===== src/rtl/gray_pkg.sv =====
// -----------------------------------------------------------------------------
// gray_pkg
// Shared types and helpers for the gray capture path.
//   state_t   : capture FSM state encoding
//   ERR_CNT_W : width of the saturating step-error counter
//   POP_W     : widest vector popcount() accepts (narrower words are
//               zero-extended by the caller)
//   popcount  : number of set bits in a POP_W-bit vector
// -----------------------------------------------------------------------------
package gray_pkg;

  typedef enum logic [1:0] {
    IDLE    = 2'd0,
    WAIT    = 2'd1,
    PRESENT = 2'd2
  } state_t;

  localparam int ERR_CNT_W = 8;
  localparam int POP_W     = 32;

  function automatic logic [5:0] popcount(input logic [POP_W-1:0] v);
    logic [5:0] cnt;
    cnt = '0;
    for (int i = 0; i < POP_W; i++) begin
      cnt = cnt + 6'(v[i]);
    end
    return cnt;
  endfunction

endpackage


===== src/rtl/gray_sync_chain.sv =====
// -----------------------------------------------------------------------------
// gray_sync_chain
// Generic multi-flop synchroniser for a WIDTH-bit bus. Only safe for buses
// where at most one bit changes at a time (gray codes) or where the consumer
// tolerates mixed samples and filters them afterwards.
// Ports:
//   clk    : destination clock
//   rst_n  : asynchronous active-low reset, clears every stage
//   d_in   : asynchronous input bus
//   d_out  : bus after SYNC_STAGES flops
// -----------------------------------------------------------------------------
module gray_sync_chain #(
  parameter int WIDTH       = 4,
  parameter int SYNC_STAGES = 2   // at least 2
) (
  input  logic             clk,
  input  logic             rst_n,
  input  logic [WIDTH-1:0] d_in,
  output logic [WIDTH-1:0] d_out
);

  // Stage 0 is the metastability-exposed flop; stage SYNC_STAGES-1 is output.
  logic [SYNC_STAGES-1:0][WIDTH-1:0] sync_q;
  logic [SYNC_STAGES-1:0][WIDTH-1:0] sync_d;

  always_comb begin
    sync_d = {sync_q[SYNC_STAGES-2:0], d_in};
  end

  always_ff @(posedge clk or negedge rst_n) begin
    if (!rst_n) begin
      sync_q <= '0;
    end else begin
      sync_q <= sync_d;
    end
  end

  assign d_out = sync_q[SYNC_STAGES-1];

endmodule


===== src/rtl/gray_capture.sv =====
// -----------------------------------------------------------------------------
// gray_capture
// Synchronises an asynchronous gray word into clk, waits for it to hold
// steady for STABLE_CYCLES cycles, and hands it downstream over valid/ready.
// Each accepted word is compared with the previous accepted one; a change of
// more than one bit raises a one-cycle step_err and bumps err_count.
// Ports:
//   clk, rst_n  : clock, asynchronous active-low reset
//   en          : capture enable; low forces IDLE and drops gray_valid
//   gray_async  : unsynchronised gray word
//   gray_out    : last accepted word (held across disable)
//   gray_valid  : gray_out is new and not yet consumed
//   gray_ready  : downstream consumes when high with gray_valid
//   step_err    : one-cycle pulse, accepted word is a non-adjacent step
//   err_count   : saturating count of step_err pulses
//
// state   | meaning
// --------+-----------------------------------------------------------
// IDLE    | disabled; nothing presented, stability count held at 0
// WAIT    | enabled; looking for a stable, new candidate to accept
// PRESENT | gray_valid high, waiting for the downstream handshake
// -----------------------------------------------------------------------------
module gray_capture
  import gray_pkg::*;
#(
  parameter int WIDTH         = 4,   // up to POP_W
  parameter int SYNC_STAGES   = 2,   // at least 2
  parameter int STABLE_CYCLES = 3    // at least 1
) (
  input  logic                 clk,
  input  logic                 rst_n,
  input  logic                 en,
  input  logic [WIDTH-1:0]     gray_async,
  output logic [WIDTH-1:0]     gray_out,
  output logic                 gray_valid,
  input  logic                 gray_ready,
  output logic                 step_err,
  output logic [ERR_CNT_W-1:0] err_count
);

  // A single-cycle requirement still needs a 1-bit counter to exist.
  localparam int            CNT_W    = (STABLE_CYCLES > 1) ? $clog2(STABLE_CYCLES) : 1;
  localparam logic [CNT_W-1:0] STAB_MAX = CNT_W'(STABLE_CYCLES - 1);
  localparam logic [ERR_CNT_W-1:0] ERR_MAX = '1;

  logic [WIDTH-1:0] s;

  state_t               state_q,      state_d;
  logic [WIDTH-1:0]     cand_q,       cand_d;
  logic [CNT_W-1:0]     stab_cnt_q,   stab_cnt_d;
  logic [WIDTH-1:0]     gray_out_q,   gray_out_d;
  logic                 gray_valid_q, gray_valid_d;
  logic                 step_err_q,   step_err_d;
  logic [ERR_CNT_W-1:0] err_count_q,  err_count_d;
  logic                 first_seen_q, first_seen_d;

  logic accept;
  logic multi_bit;

  gray_sync_chain #(
    .WIDTH      (WIDTH),
    .SYNC_STAGES(SYNC_STAGES)
  ) u_sync (
    .clk  (clk),
    .rst_n(rst_n),
    .d_in (gray_async),
    .d_out(s)
  );

  // Candidate tracking runs in every state so a word that settles while
  // PRESENT is blocked is ready to go the moment we return to WAIT.
  always_comb begin
    cand_d     = cand_q;
    stab_cnt_d = stab_cnt_q;
    if (s != cand_q) begin
      cand_d     = s;
      stab_cnt_d = '0;
    end else if (stab_cnt_q != STAB_MAX) begin
      stab_cnt_d = stab_cnt_q + 1'b1;
    end
    if (state_q == IDLE) begin
      stab_cnt_d = '0;
    end
  end

  // Before the first acceptance gray_out is only a reset value, so an
  // all-zero input must still be presented once.
  always_comb begin
    accept = (state_q == WAIT) && en
           && (s == cand_q)
           && (stab_cnt_q == STAB_MAX)
           && (!first_seen_q || (cand_q != gray_out_q));
    multi_bit = popcount(POP_W'(cand_q ^ gray_out_q)) > 6'd1;
  end

  always_comb begin
    state_d      = state_q;
    gray_out_d   = gray_out_q;
    gray_valid_d = gray_valid_q;
    step_err_d   = 1'b0;
    err_count_d  = err_count_q;
    first_seen_d = first_seen_q;

    if (!en) begin
      // Abandon any pending word; downstream is not owed a handshake.
      state_d      = IDLE;
      gray_valid_d = 1'b0;
    end else begin
      case (state_q)
        IDLE: begin
          state_d = WAIT;
        end
        WAIT: begin
          if (accept) begin
            gray_out_d   = cand_q;
            gray_valid_d = 1'b1;
            first_seen_d = 1'b1;
            state_d      = PRESENT;
            if (first_seen_q && multi_bit) begin
              step_err_d = 1'b1;
              if (err_count_q != ERR_MAX) begin
                err_count_d = err_count_q + 1'b1;
              end
            end
          end
        end
        PRESENT: begin
          if (gray_valid_q && gray_ready) begin
            gray_valid_d = 1'b0;
            state_d      = WAIT;
          end
        end
        default: begin
          state_d      = IDLE;
          gray_valid_d = 1'b0;
        end
      endcase
    end
  end

  always_ff @(posedge clk or negedge rst_n) begin
    if (!rst_n) begin
      state_q      <= IDLE;
      cand_q       <= '0;
      stab_cnt_q   <= '0;
      gray_out_q   <= '0;
      gray_valid_q <= 1'b0;
      step_err_q   <= 1'b0;
      err_count_q  <= '0;
      first_seen_q <= 1'b0;
    end else begin
      state_q      <= state_d;
      cand_q       <= cand_d;
      stab_cnt_q   <= stab_cnt_d;
      gray_out_q   <= gray_out_d;
      gray_valid_q <= gray_valid_d;
      step_err_q   <= step_err_d;
      err_count_q  <= err_count_d;
      first_seen_q <= first_seen_d;
    end
  end

  assign gray_out   = gray_out_q;
  assign gray_valid = gray_valid_q;
  assign step_err   = step_err_q;
  assign err_count  = err_count_q;

endmodule


===== config.mk =====
export PLATFORM = sky130hd
export DESIGN_NAME = gray_capture
export DESIGN_NICKNAME = d
export VERILOG_FILES = /design/src/rtl/gray_pkg.sv /design/src/rtl/gray_sync_chain.sv /design/src/rtl/gray_capture.sv
export SDC_FILE = /design/constraint.sdc
export NUM_CORES = 1
export LEC_CHECK = 0
export CORE_MARGIN = 1.5
export CORE_UTILIZATION = 56
export DETAILED_ROUTE_END_ITERATION = 10
export GPL_TIMING_DRIVEN = 0
export PLACE_DENSITY = 0.89
export SYNTH_ARGS = -nofsm -noshare
export SYNTH_HDL_FRONTEND = slang
export SYNTH_SLANG_ARGS = --single-unit
export TNS_END_PERCENT = 20

===== constraint.sdc =====
create_clock -name clk -period 3.78 [get_ports clk]
set_input_delay 0.756 -clock clk [delete_from_list [all_inputs] [get_ports clk]]
set_output_delay 0.756 -clock clk [all_outputs]
set_load 0.02 [all_outputs]

==> qor.txt, run 1 <==
PLACE
----------------------------------------------------------------------------------------
Weighted congestion reported at the end of routability-driven placement ...       0.8281
Total half-perimeter wirelength after legalization and detailed placement .      1689 µm
Count of input and output buffers .........................................           21

STA
----------------------------------------------------------------------------------------
Total Negative Setup Slacks ...............................................         0 ns
Worst Tran Pin Value ......................................................    0.6638 ns
Number of pins with negative max-slew slack in the final report ...........            0
Post-route minimum period .................................................     2.499 ns
Number of failing hold endpoints at the final stage .......................            0
RSZ-0062 raised after global routing ......................................        false
Final worst path period share .............................................       0.6610
Worst-case clock skew .....................................................   0.01210 ns
Rel. slew slack ...........................................................       0.5575
Post-Route Hold Slack .....................................................    0.3523 ns
Fmax ......................................................................    400.2 MHz
Final setup violation count ...............................................            0

POWER AND IR DROP
----------------------------------------------------------------------------------------
Pwr/cell area ............................................................. 350.2 nW/µm²
P_sw ......................................................................     124.0 µW
Leakage component of the power ............................................ 0.0008132 µW
Maximum ir drop on the vdd rail ...........................................  0.0002861 V
Share of total power in sequential cells ..................................        0.587
Switching Fraction ........................................................       0.2115
Share of power burned in combinational logic ..............................        0.056
Relative contribution of the clock network to total power .................        0.358
Power Internal ............................................................     462.3 µW

CTS
----------------------------------------------------------------------------------------
Num CTS Buffers ...........................................................            5
Hold Buf Count CTS ........................................................            0
Clock H-tree levels .......................................................            2
Library cell used as clock root buffer .................................... sky130_fd_sc_hd__clkbuf_4
Clk Latency, worst-skew pair ..............................................      0.31 ns
Setup fix buffers added after clock tree synthesis ........................            0
Sink count of the clock tree ..............................................           31
Clock tree from TritonCTS .................................................          yes
Resized Gates After CTS ...................................................            0
Clk pin slew, worst setup/hold paths ......................................      0.09 ns
Maximum buffer depth of the clock tree ....................................            2

CELLS AND AREA
----------------------------------------------------------------------------------------
Utilization after layout ..................................................       0.7425
Final net count ...........................................................          150
Synthesis-to-finish area growth ...........................................       22.64%
Share of layout cells above drive strength 1 ..............................       0.1367
# diodes ..................................................................            0
Fill cell total of the finished layout ....................................          157

SYNTH
----------------------------------------------------------------------------------------
Combinational family with the most area after synthesis ................... simple AND/OR/NAND/NOR gates
Top cell type by total area after synthesis ............................... sky130_fd_sc_hd__dfrtp_1
Area share of fa/ha/maj cells after synthesis .............................      0.04216
Simple-gate share of the synthesized area .................................       0.1567
Avg Synthesized Cell Area .................................................    12.41 µm²
Number of instances in the synthesized netlist ............................          110
Leading post-synthesis cells by cell area ................................. sky130_fd_sc_hd__dfrtp_1 57%, sky130_fd_sc_hd__xor2_1 7.7%, sky130_fd_sc_hd__mux2_2 4.9%
Share of synthesized area spent on multiplexers ...........................      0.06049
Main synth FF type ........................................................ sky130_fd_sc_hd__dfrtp_1
Most common library cells after synthesis ................................. 31 x sky130_fd_sc_hd__dfrtp_1, 12 x sky130_fd_sc_hd__xor2_1, 10 x sky130_fd_sc_hd__nand2_1
Count of flip-flops with a built-in enable after synthesis ................            0
Nets in the synthesized netlist ...........................................          122
Post-Synth XOR/XNOR Area ..................................................      0.08983
Proportion of synthesized chip area in sequential cells ...................       0.5683
FFs w/ async S/R, synth ...................................................        1.000
Count of yosys warnings during synthesis ..................................            0
Post-synth design cell area ...............................................     1365 µm²
Portion of synthesized cell area occupied by the leading cell type ........       0.5683
Most common cell in the synthesized netlist ............................... sky130_fd_sc_hd__dfrtp_1
Complex-gate fraction of the synthesized area .............................      0.05500
Distinct cell type count of the synthesized netlist .......................           28
Number of storage elements in the synthesis netlist .......................           31

DRT
----------------------------------------------------------------------------------------
Number of vias per cell after detailed routing ............................        5.413
Wire length per cell ......................................................     13.90 µm
DRT iter0 DRCs ............................................................           18
Detailed Routing Iterations Pass 1 ........................................            4
Routed Antenna Nets .......................................................            0
Via total after detailed routing ..........................................          904
Number of remaining DRC errors ............................................            0
Total routed wirelength ...................................................      2321 µm

MIN PATH
----------------------------------------------------------------------------------------
Tightest Hold Check Type ..................................................      reg2reg

FLOORPLANNING
----------------------------------------------------------------------------------------
Vert. Die Dim .............................................................     52.37 µm
Placement Rows ............................................................           17
Horiz. Die Dim ............................................................     52.37 µm
Area of the die ...........................................................     2743 µm²
Starting Density ..........................................................       0.6054
I/O pin count .............................................................           22
Core footprint ............................................................     2255 µm²

GRT
----------------------------------------------------------------------------------------
Largest net degree at the start of global routing .........................           32
Number of antenna violations at the first check in global routing .........            0
Final global-route overflow total .........................................            0
Number of global-route vias before repair .................................          924
Global-route wire length before repair ....................................      4112 µm
Global-route usage over all layers ........................................       0.2102

SETUP PATH
----------------------------------------------------------------------------------------
Path type of the worst setup path .........................................      reg2reg
Crit Path Max Fanout ......................................................            7
Worst Path Required .......................................................      3.97 ns
Arrival @ worst endpoint ..................................................      2.69 ns
Kind of end point of the critical path ....................................     register
Critical path launch point type ...........................................     register

OUTCOME
----------------------------------------------------------------------------------------
Status .................................................................... finished, final reports clean

FLOW RUN
----------------------------------------------------------------------------------------
Reported max-cap violation count ..........................................            0

[logic make-up (layout without fill, tap and decap cells)]
logic type	Yosys count	count (layout)
compound gates	9	9
xor+xnor	14	14
fa+ha+maj	4	4
buf+inv	10	39
flops	31	31
mux	7	7
simple gates	35	35
[cell type report]
cell class                      instances  area, µm²  share of cell area
Tap cell                               28      35.03             0.02093
Timing Repair Buffer                   21      205.2              0.1226
Sequential cell                        31      775.7              0.4634
Multi-Input combinational cell         69      551.8              0.3296
Inverter                                6      22.52             0.01345
Clock buffer                            8      68.82             0.04111
Buffer                                  4      15.01            0.008969
[routing by layer]
layer,part of all wire,vias to the layer above,track usage
met1,0.42,449,0.2713
met3,0.042,2,0.05143
met2,0.53,25,0.3479
met4,0.0052,0,0.06838
li1,-,428,-
met5,0,-,0
[state kept, by name, summed over array words and instances (netlist names)]
register and flops:
u_sync.d_out 4, step_err 1, err_count 8, first_seen_q 1, state_q 2, stab_cnt_q 2
cand_q 4, u_sync.sync_d 4, gray_out 4, gray_valid 1
[critical path, stage by stage (launching register included)]
cell	delay (ns)
sky130_fd_sc_hd__dfrtp_1	0.41
sky130_fd_sc_hd__xnor2_1	0.21
sky130_fd_sc_hd__inv_1	0.07
sky130_fd_sc_hd__fa_1	0.51
sky130_fd_sc_hd__nand2_1	0.06
sky130_fd_sc_hd__o21ai_0	0.31
sky130_fd_sc_hd__nand4b_4	0.22
sky130_fd_sc_hd__a41oi_4	0.26
sky130_fd_sc_hd__mux2_4	0.32
[per-stage QoR]
| step | area, µm² | cells | power [µW] | worst slack, ns |
|---|---|---|---|---|
| floorplan | 1365 | 110 | 365.8 | 1.405 |
| global placement | 1610 | 159 | 381.4 | 1.269 |
| detailed placement | 1610 | 159 | 384.7 | 1.235 |
| CTS | 1679 | 167 | 594.8 | 1.270 |
| global route | 1674 | 167 | 612.8 | 1.022 |
| finish | 1674 | 167 | 586.3 | 1.282 |
[path summary, 6_finish.rpt]
check	startpoint	end	slack [ns]	cells past startpoint
worst max-delay path	cand_q[3]	err_count[1]	1.28	8
worst min-delay path	u_sync.sync_d[6]	u_sync.d_out[2]	0.35	0
worst max register to register	cand_q[3]	err_count[1]	1.28	8
worst min register to register	u_sync.sync_d[6]	u_sync.d_out[2]	0.35	0
max in group asynchronous	rst_n	u_sync.sync_d[5]	2.88	1
min in group asynchronous	rst_n	step_err	0.47	1
[power groups by stage]
stage,clock (µW),combinational (µW),sequential (µW)
after floorplan,0,16.1,350
after global placement,0,31.3,350
after detailed placement,0,34.0,351
after CTS,217,34.1,344
after global routing,230,37.3,345
final,210,32.6,344
[cells in the final DEF (no fill, tap or decap), drive strengths merged, types with 3 or more instances in the layout]
cell type      synthesis  routed
xor2                  12      12
clkbuf                 4      12
o21ai                  3       3
clkdlybuf4s50          0      20
nand2                 10      10
nor3                   5       5
nand3                  4       4
nor2                   6       6
inv                    6       6
dfrtp                 31      31
mux2                   7       7
ha                     3       3
Note: power is estimated with default switching activity, not from simulation.
==> inputs of run 2 (changes only) <==
CORE_UTILIZATION = 47   (was 56)
PLACE_DENSITY = 0.8   (was 0.89)
clock period = 2.2 ns   (was 3.78 ns; I/O delays follow)
==> run 2 against run 1 <==
Against the previous run:
- the flow now finishes with violations (negative setup slack)
- clock power grew 42%
- combinational power grew 75%
- cell count grew 4.8%
- largest power group unchanged
- utilization shrank 11 points
- hold slack lost 0.21 ns
- power grew 61%
- flip-flop and latch count is the same
- count of clock-buffer cells in the layout shrank 1
- critical endpoint unchanged
- setup slack lost 1.4 ns
- die area grew 18%
- register-to-register slack lost 1.4 ns
==> qor.txt, run 2 (synthesized netlist as in run 1, its figures left out) <==
FLOORPLANNING
----------------------------------------------------------------------------------------
Area of the die ...........................................................     3236 µm²   +18%
I/O pin count .............................................................           22   unchanged
Horiz. Die Dim ............................................................     56.89 µm   +8.6%
Starting Density ..........................................................       0.4950   -0.1104
Vert. Die Dim .............................................................     56.89 µm   +8.6%
Placement Rows ............................................................           19   +2
Core footprint ............................................................     2758 µm²   +22%

GRT
----------------------------------------------------------------------------------------
Number of antenna violations at the first check in global routing .........            0   unchanged
Global-route wire length before repair ....................................      4029 µm   -2.0%
Number of global-route vias before repair .................................          945   +2.3%
Global-route usage over all layers ........................................       0.1623   -0.04794
Largest net degree at the start of global routing .........................           32   unchanged
Final global-route overflow total .........................................            0   unchanged

DRT
----------------------------------------------------------------------------------------
Wire length per cell ......................................................     12.95 µm   -6.8%
Total routed wirelength ...................................................      2267 µm   -2.3%
Number of remaining DRC errors ............................................            0   unchanged
DRT iter0 DRCs ............................................................           36   +18
Routed Antenna Nets .......................................................            0   unchanged
Detailed Routing Iterations Pass 1 ........................................            5   +1
Number of vias per cell after detailed routing ............................        5.211   -3.7%
Via total after detailed routing ..........................................          912   +0.88%

PLACE
----------------------------------------------------------------------------------------
Number of cells after detailed placement ..................................          162   +1.9%
Count of input and output buffers .........................................           21   unchanged
Total half-perimeter wirelength after legalization and detailed placement .      1545 µm   -8.5%
Pre-CTS setup slack .......................................................   -0.1036 ns   -1.338 ns
Weighted congestion reported at the end of routability-driven placement ...       0.7985   -3.6%
Dpl cell area .............................................................     1620 µm²   +0.62%

CELLS AND AREA
----------------------------------------------------------------------------------------
# diodes ..................................................................            0   unchanged
Flip-flop count of the largest register, all copies and words added .......            8   unchanged
Utilization after layout ..................................................       0.6293   -0.1132
Fill cell total of the finished layout ....................................          220   +40%
Final net count ...........................................................          155   +3.3%
Share of layout cells above drive strength 1 ..............................       0.2222   +0.08553
Non-filler cells in the finished layout ...................................          175   +4.8%
Most frequent standard cell in the layout excluding fill and tap cells .... sky130_fd_sc_hd__dfrtp_1
Final instance area .......................................................     1735 µm²   +3.7%
Most frequent cells in the layout ......................................... 29 x sky130_fd_sc_hd__dfrtp_1, 20 x sky130_fd_sc_hd__clkdlybuf4s50_1, 11 x sky130_fd_sc_hd__xor2_1
Synthesis-to-finish area growth ...........................................       27.13%

CTS
----------------------------------------------------------------------------------------
Maximum buffer depth of the clock tree ....................................            2   unchanged
Num CTS Buffers ...........................................................            5   unchanged
Clk Latency, worst-skew pair ..............................................      0.32 ns   about the same
Clk pin slew, worst setup/hold paths ......................................      0.09 ns   about the same
Clock tree from TritonCTS .................................................          yes
Sink count of the clock tree ..............................................           31   unchanged
Hold Buf Count CTS ........................................................            0   unchanged
Clock H-tree levels .......................................................            2   unchanged
Library cell used as clock root buffer .................................... sky130_fd_sc_hd__clkbuf_4

MIN PATH
----------------------------------------------------------------------------------------
Tightest Hold Check Type ..................................................     in2async

STA
----------------------------------------------------------------------------------------
Number of failing hold endpoints at the final stage .......................            0   unchanged
Worst Tran Pin Value ......................................................    0.6590 ns   -0.004808 ns
Final worst path period share .............................................        1.032   +0.3706
Post-route minimum period .................................................     2.270 ns   -0.2290 ns
Worst-case clock skew .....................................................   0.01106 ns   -0.001039 ns
Rel. slew slack ...........................................................       0.5607   +0.003205
Final worst-path setup slack ..............................................  -0.06954 ns   -1.351 ns
Final setup violation count ...............................................            1   +1
Fmax ......................................................................    440.6 MHz   +10%
Number of pins with negative max-slew slack in the final report ...........            0   unchanged
RSZ-0062 raised after global routing ......................................         true

SETUP PATH
----------------------------------------------------------------------------------------
Crit Path Max Fanout ......................................................            5   -2
Arrival @ worst endpoint ..................................................      2.47 ns   -0.22 ns
Worst Path Required .......................................................      2.40 ns   -1.57 ns
Critical path launch point type ...........................................     register
Path type of the worst setup path .........................................      reg2reg
Kind of end point of the critical path ....................................     register

FLOW RUN
----------------------------------------------------------------------------------------
Reported max-cap violation count ..........................................            0   unchanged

POWER AND IR DROP
----------------------------------------------------------------------------------------
Leakage component of the power ............................................ 0.0008312 µW   +2.2%
Maximum ir drop on the vdd rail ...........................................  0.0005548 V   +94%
Pwr/cell area ............................................................. 545.0 nW/µm²   +56%

OUTCOME
----------------------------------------------------------------------------------------
Status .................................................................... finished with violations
Failing checks ............................................................ negative setup slack

run 2: routing by layer:
layer / up-vias / wire length [µm] / GRT usage / share of wire
met3: 5 / 103 / 0.05530 / 0.045
met5: - / 0 / 0 / 0
met2: 23 / 1209 / 0.2578 / 0.53
met4: 0 / 27 / 0.07973 / 0.012
li1: 440 / - / - / -
met1: 444 / 928 / 0.1960 / 0.41
run 2: per-stage QoR:
step	hold WS, ns	setup TNS [ns]	power [µW]
final	0.1445	-0.06954	945.9
after global routing	0.1843	-0.9577	1002
after CTS	0.3543	-0.06723	959.3
after detailed placement	0.3347	-0.2001	660.0
after global placement	0.3324	-0.1032	655.9
after floorplan	0.1444	-0.02274	628.7
run 2: path summary, 6_finish.rpt:
kind | from | to | slack, ns | depth (start not counted)
worst max-delay path | gray_out[3] | err_count[1] | -0.07 | 8
worst min-delay path | rst_n | cand_q[2] | 0.14 | 1
worst max register to register | gray_out[3] | err_count[1] | -0.07 | 8
worst min register to register | u_sync.sync_d[5] | u_sync.d_out[1] | 0.35 | 0
max in group asynchronous | rst_n | gray_out[3] | 1.60 | 1
min in group clk | u_sync.sync_d[5] | u_sync.d_out[1] | 0.35 | 0
run 2: worst max-delay path: stages, from the launching register on:
cell and delay (ns):
sky130_fd_sc_hd__dfrtp_2 0.43, sky130_fd_sc_hd__xnor2_2 0.17, sky130_fd_sc_hd__inv_1 0.07, sky130_fd_sc_hd__fa_1 0.50, sky130_fd_sc_hd__nand2_1 0.07, sky130_fd_sc_hd__o21ai_2 0.16
sky130_fd_sc_hd__nand4b_4 0.18, sky130_fd_sc_hd__a41oi_4 0.25, sky130_fd_sc_hd__mux2_4 0.32
run 2: cell type report:
cell class | count | area, µm² | share of cell area
Tap cell | 31 | 38.79 | 0.02235
Buffer | 4 | 15.01 | 0.008652
Sequential cell | 31 | 778.2 | 0.4485
Clock buffer | 7 | 45.04 | 0.02596
Multi-Input combinational cell | 69 | 588.1 | 0.3389
Clock inverter | 1 | 5.005 | 0.002884
Timing Repair Buffer | 26 | 242.7 | 0.1399
Inverter | 6 | 22.52 | 0.01298
run 2: timing repair:
action | 4_1_cts | 5_1_grt
resized for setup | 3 | 3
endpoints found under the setup margin | 3 | 8
pin swaps | 2 | 0
setup buffers | 4 | 1
run 2: power breakdown:
group	internal [µW]	switching (µW)	leakage, µW
registers	582	8.62	0.000400
clock network	124	174	0.0000293
logic	26.1	31.0	0.000402
total	732	213	0.000831
==> inputs of run 3 (changes only) <==
CTS_CLUSTER_SIZE = 14   (was unset)
GPL_TIMING_DRIVEN = unset   (was 0)
==> run 3 against run 2 <==
Against the previous run:
- the run still ends with negative setup slack left
- cell area grew 3.5%
- global-route usage grew 1.0 points
- die area is the same
- first-iteration DRC count grew 31%
- non-clock buffer count grew 3
- critical path depth is the same
- power grew 9.0%
- count of clock-buffer cells in the layout is the same
- sequential share of layout area shrank 1.5 points
- via count grew 1.9%
- clock skew grew 0.0084 ns
- hold slack gained 0.21 ns
- critical endpoint unchanged
==> qor.txt, run 3 (synthesized netlist as in run 1, its figures left out) <==
OUTCOME
----------------------------------------------------------------------------------------
Status .................................................................... finished with violations
Failing checks ............................................................ negative setup slack

SETUP PATH
----------------------------------------------------------------------------------------
Path type of the worst setup path .........................................      reg2reg
Worst Path Required .......................................................      2.41 ns   about the same
Max stage delay on crit path ..............................................      0.50 ns   about the same
Arrival @ worst endpoint ..................................................      2.46 ns   about the same
Critical-path top delay cell .............................................. sky130_fd_sc_hd__fa_1
Cell Chain, Critical Path ................................................. xnor2_2 -> inv_1 -> fa_1 -> nand2_1 -> o21ai_2 -> nand4b_4 -> a41oi_4 -> mux2_4
Crit Path Max Fanout ......................................................            5   unchanged
Kind of end point of the critical path ....................................     register
Critical path launch point type ...........................................     register

GRT
----------------------------------------------------------------------------------------
Number of antenna violations at the first check in global routing .........            0   unchanged
Largest net degree at the start of global routing .........................           32   unchanged
Global-route usage over all layers ........................................       0.1723   +0.01004
Global-route wire length before repair ....................................      4140 µm   +2.8%
Final global-route overflow total .........................................            0   unchanged
Number of global-route vias before repair .................................          949   +0.42%

POWER AND IR DROP
----------------------------------------------------------------------------------------
Power Internal ............................................................     799.8 µW   +9.2%
P_sw ......................................................................     231.3 µW   +8.4%
Leakage component of the power ............................................ 0.0008888 µW   +6.9%
Share of total power in sequential cells ..................................        0.573   -0.052
Relative contribution of the clock network to total power .................        0.365   +0.050
Pwr/cell area ............................................................. 573.9 nW/µm²   +5.3%
Maximum ir drop on the vdd rail ...........................................  0.0004452 V   -20%
Total Power ...............................................................      1031 µW   +9.0%
Share of power burned in combinational logic ..............................        0.062   +0.002
Switching Fraction ........................................................       0.2243   -0.001281

PLACE
----------------------------------------------------------------------------------------
Weighted congestion reported at the end of routability-driven placement ...       0.7978   about the same
Count of input and output buffers .........................................           21   unchanged
Dpl cell area .............................................................     1695 µm²   +4.6%
Total half-perimeter wirelength after legalization and detailed placement .      1712 µm   +11%

STA
----------------------------------------------------------------------------------------
Fmax ......................................................................    444.9 MHz   +0.97%
Number of pins with negative max-slew slack in the final report ...........            0   unchanged
Rel. slew slack ...........................................................       0.6516   +0.09093
Final worst path period share .............................................        1.022   -0.009952
Worst-case clock skew .....................................................   0.01946 ns   +0.008399 ns
Total Negative Setup Slacks ...............................................  -0.05153 ns   +0.01801 ns
Worst Tran Pin Value ......................................................    0.5220 ns   -0.1369 ns
RSZ-0062 raised after global routing ......................................         true
Number of failing hold endpoints at the final stage .......................            0   unchanged
Final worst-path setup slack ..............................................  -0.04765 ns   +0.02189 ns
Post-route minimum period .................................................     2.248 ns   -0.02189 ns
Final setup violation count ...............................................            2   +1

DRT
----------------------------------------------------------------------------------------
Via total after detailed routing ..........................................          929   +1.9%
Wire length per cell ......................................................     13.24 µm   +2.2%
Detailed Routing Iterations Pass 1 ........................................            4   -1
Total routed wirelength ...................................................      2357 µm   +4.0%
DRT iter0 DRCs ............................................................           47   +31%
Routed Antenna Nets .......................................................            0   unchanged
Number of remaining DRC errors ............................................            0   unchanged
Number of vias per cell after detailed routing ............................        5.219   +0.15%

MIN PATH
----------------------------------------------------------------------------------------
Tightest Hold Check Type ..................................................      reg2reg

FLOW RUN
----------------------------------------------------------------------------------------
Reported max-cap violation count ..........................................            0   unchanged

FLOORPLANNING
----------------------------------------------------------------------------------------
Horiz. Die Dim ............................................................     56.89 µm   unchanged
I/O pin count .............................................................           22   unchanged
Starting Density ..........................................................       0.4950   unchanged
Placement Rows ............................................................           19   unchanged
Area of the die ...........................................................     3236 µm²   unchanged
Core footprint ............................................................     2758 µm²   unchanged
Vert. Die Dim .............................................................     56.89 µm   unchanged

CTS
----------------------------------------------------------------------------------------
Maximum buffer depth of the clock tree ....................................            2   unchanged
Sink count of the clock tree ..............................................           31   unchanged
Num CTS Buffers ...........................................................            5   unchanged
Library cell used as clock root buffer .................................... sky130_fd_sc_hd__clkbuf_4
Clock tree from TritonCTS .................................................          yes
Clock H-tree levels .......................................................            2   unchanged
Hold Buf Count CTS ........................................................            0   unchanged
Clk Latency, worst-skew pair ..............................................      0.33 ns   about the same
Clk pin slew, worst setup/hold paths ......................................      0.09 ns   about the same

CELLS AND AREA
----------------------------------------------------------------------------------------
Final instance area .......................................................     1797 µm²   +3.5%
# diodes ..................................................................            0   unchanged
Total area of sequential cells ............................................    778.2 µm²   unchanged
Share of layout cells above drive strength 1 ..............................       0.2585   +0.03628
Synthesis-to-finish area growth ...........................................       31.62%
Final net count ...........................................................          158   +1.9%
Flip-flop count of the largest register, all copies and words added .......            8   unchanged
Area occupied by multi-input gates ........................................    584.3 µm²   -0.64%
Most frequent standard cell in the layout excluding fill and tap cells .... sky130_fd_sc_hd__dfrtp_1
Fill cell total of the finished layout ....................................          223   +1.4%
Most frequent cells in the layout ......................................... 29 x sky130_fd_sc_hd__dfrtp_1, 21 x sky130_fd_sc_hd__clkdlybuf4s50_1, 12 x sky130_fd_sc_hd__xor2_1, 12 x sky130_fd_sc_hd__buf_4, 10 x sky130_fd_sc_hd__nand2_1

## run 3: layout make-up
type | count | area share
sequential | 31 | 0.4331
multi-input combinational | 69 | 0.3252
timing repair buffer | 33 | 0.1671
clock buffer | 7 | 0.03621
tap | 31 | 0.02159
inverter | 6 | 0.01253
clock inverter | 1 | 0.004178
## run 3: per-stage QoR
stage	instances	hold slack, ns	setup WS [ns]	util
6_report	178	0.3529	-0.04765	0.6515
5_1_grt	178	0.3713	-0.1662	0.6515
4_1_cts	178	0.3579	-0.04351	0.6429
2_1_floorplan	110	0.1444	-0.02207	-
3_3_place_gp	170	0.3330	0.04536	0.6148
3_5_place_dp	170	0.3358	-0.03701	0.6148
## run 3: power by group through the flow
stage                     sequential, µW  clock, µW  combinational, µW
after global routing                 592        414               72.1
after global placement               601          0               61.8
final                                591        377               63.8
after floorplan                      601          0               28.0
after detailed placement             602          0               64.4
after CTS                            590        386               64.4
## run 3: worst paths after layout
kind	start	endpoint	slack, ns	cells past startpoint
worst max-delay path	gray_out[3]	err_count[1]	-0.05	8
worst min-delay path	u_sync.sync_d[6]	u_sync.d_out[2]	0.35	0
worst max register to register	gray_out[3]	err_count[1]	-0.05	8
worst min register to register	u_sync.sync_d[6]	u_sync.d_out[2]	0.35	0
max in group asynchronous	rst_n	gray_out[0]	1.41	2
min in group asynchronous	rst_n	err_count[7]	0.49	2
## run 3: repair_timing
item / in CTS / in global routing
endpoints found under the setup margin: 3 / 7
setup buffers: 0 / 0
resized for setup: 1 / 4
pin swaps: 0 / 1
endpoints found under the hold margin: 0 / 0
## run 3: layer usage
metal | wire [µm] | vias up | GRT usage | part of all wire
met4 | 41 | 0 | 0.09302 | 0.017
met1 | 999 | 459 | 0.2030 | 0.42
li1 | - | 445 | - | -
met2 | 1226 | 20 | 0.2775 | 0.52
met5 | 0 | - | 0 | 0
met3 | 89 | 5 | 0.05530 | 0.038
## run 3: critical path: cells and delay by family (launching register included)
family,cells,cell delay [ns]
compound gates,2,0.39
xor+xnor,1,0.18
fa+ha+maj,1,0.50
buf+inv,1,0.07
flops,1,0.44
mux,1,0.32
simple gates,2,0.24
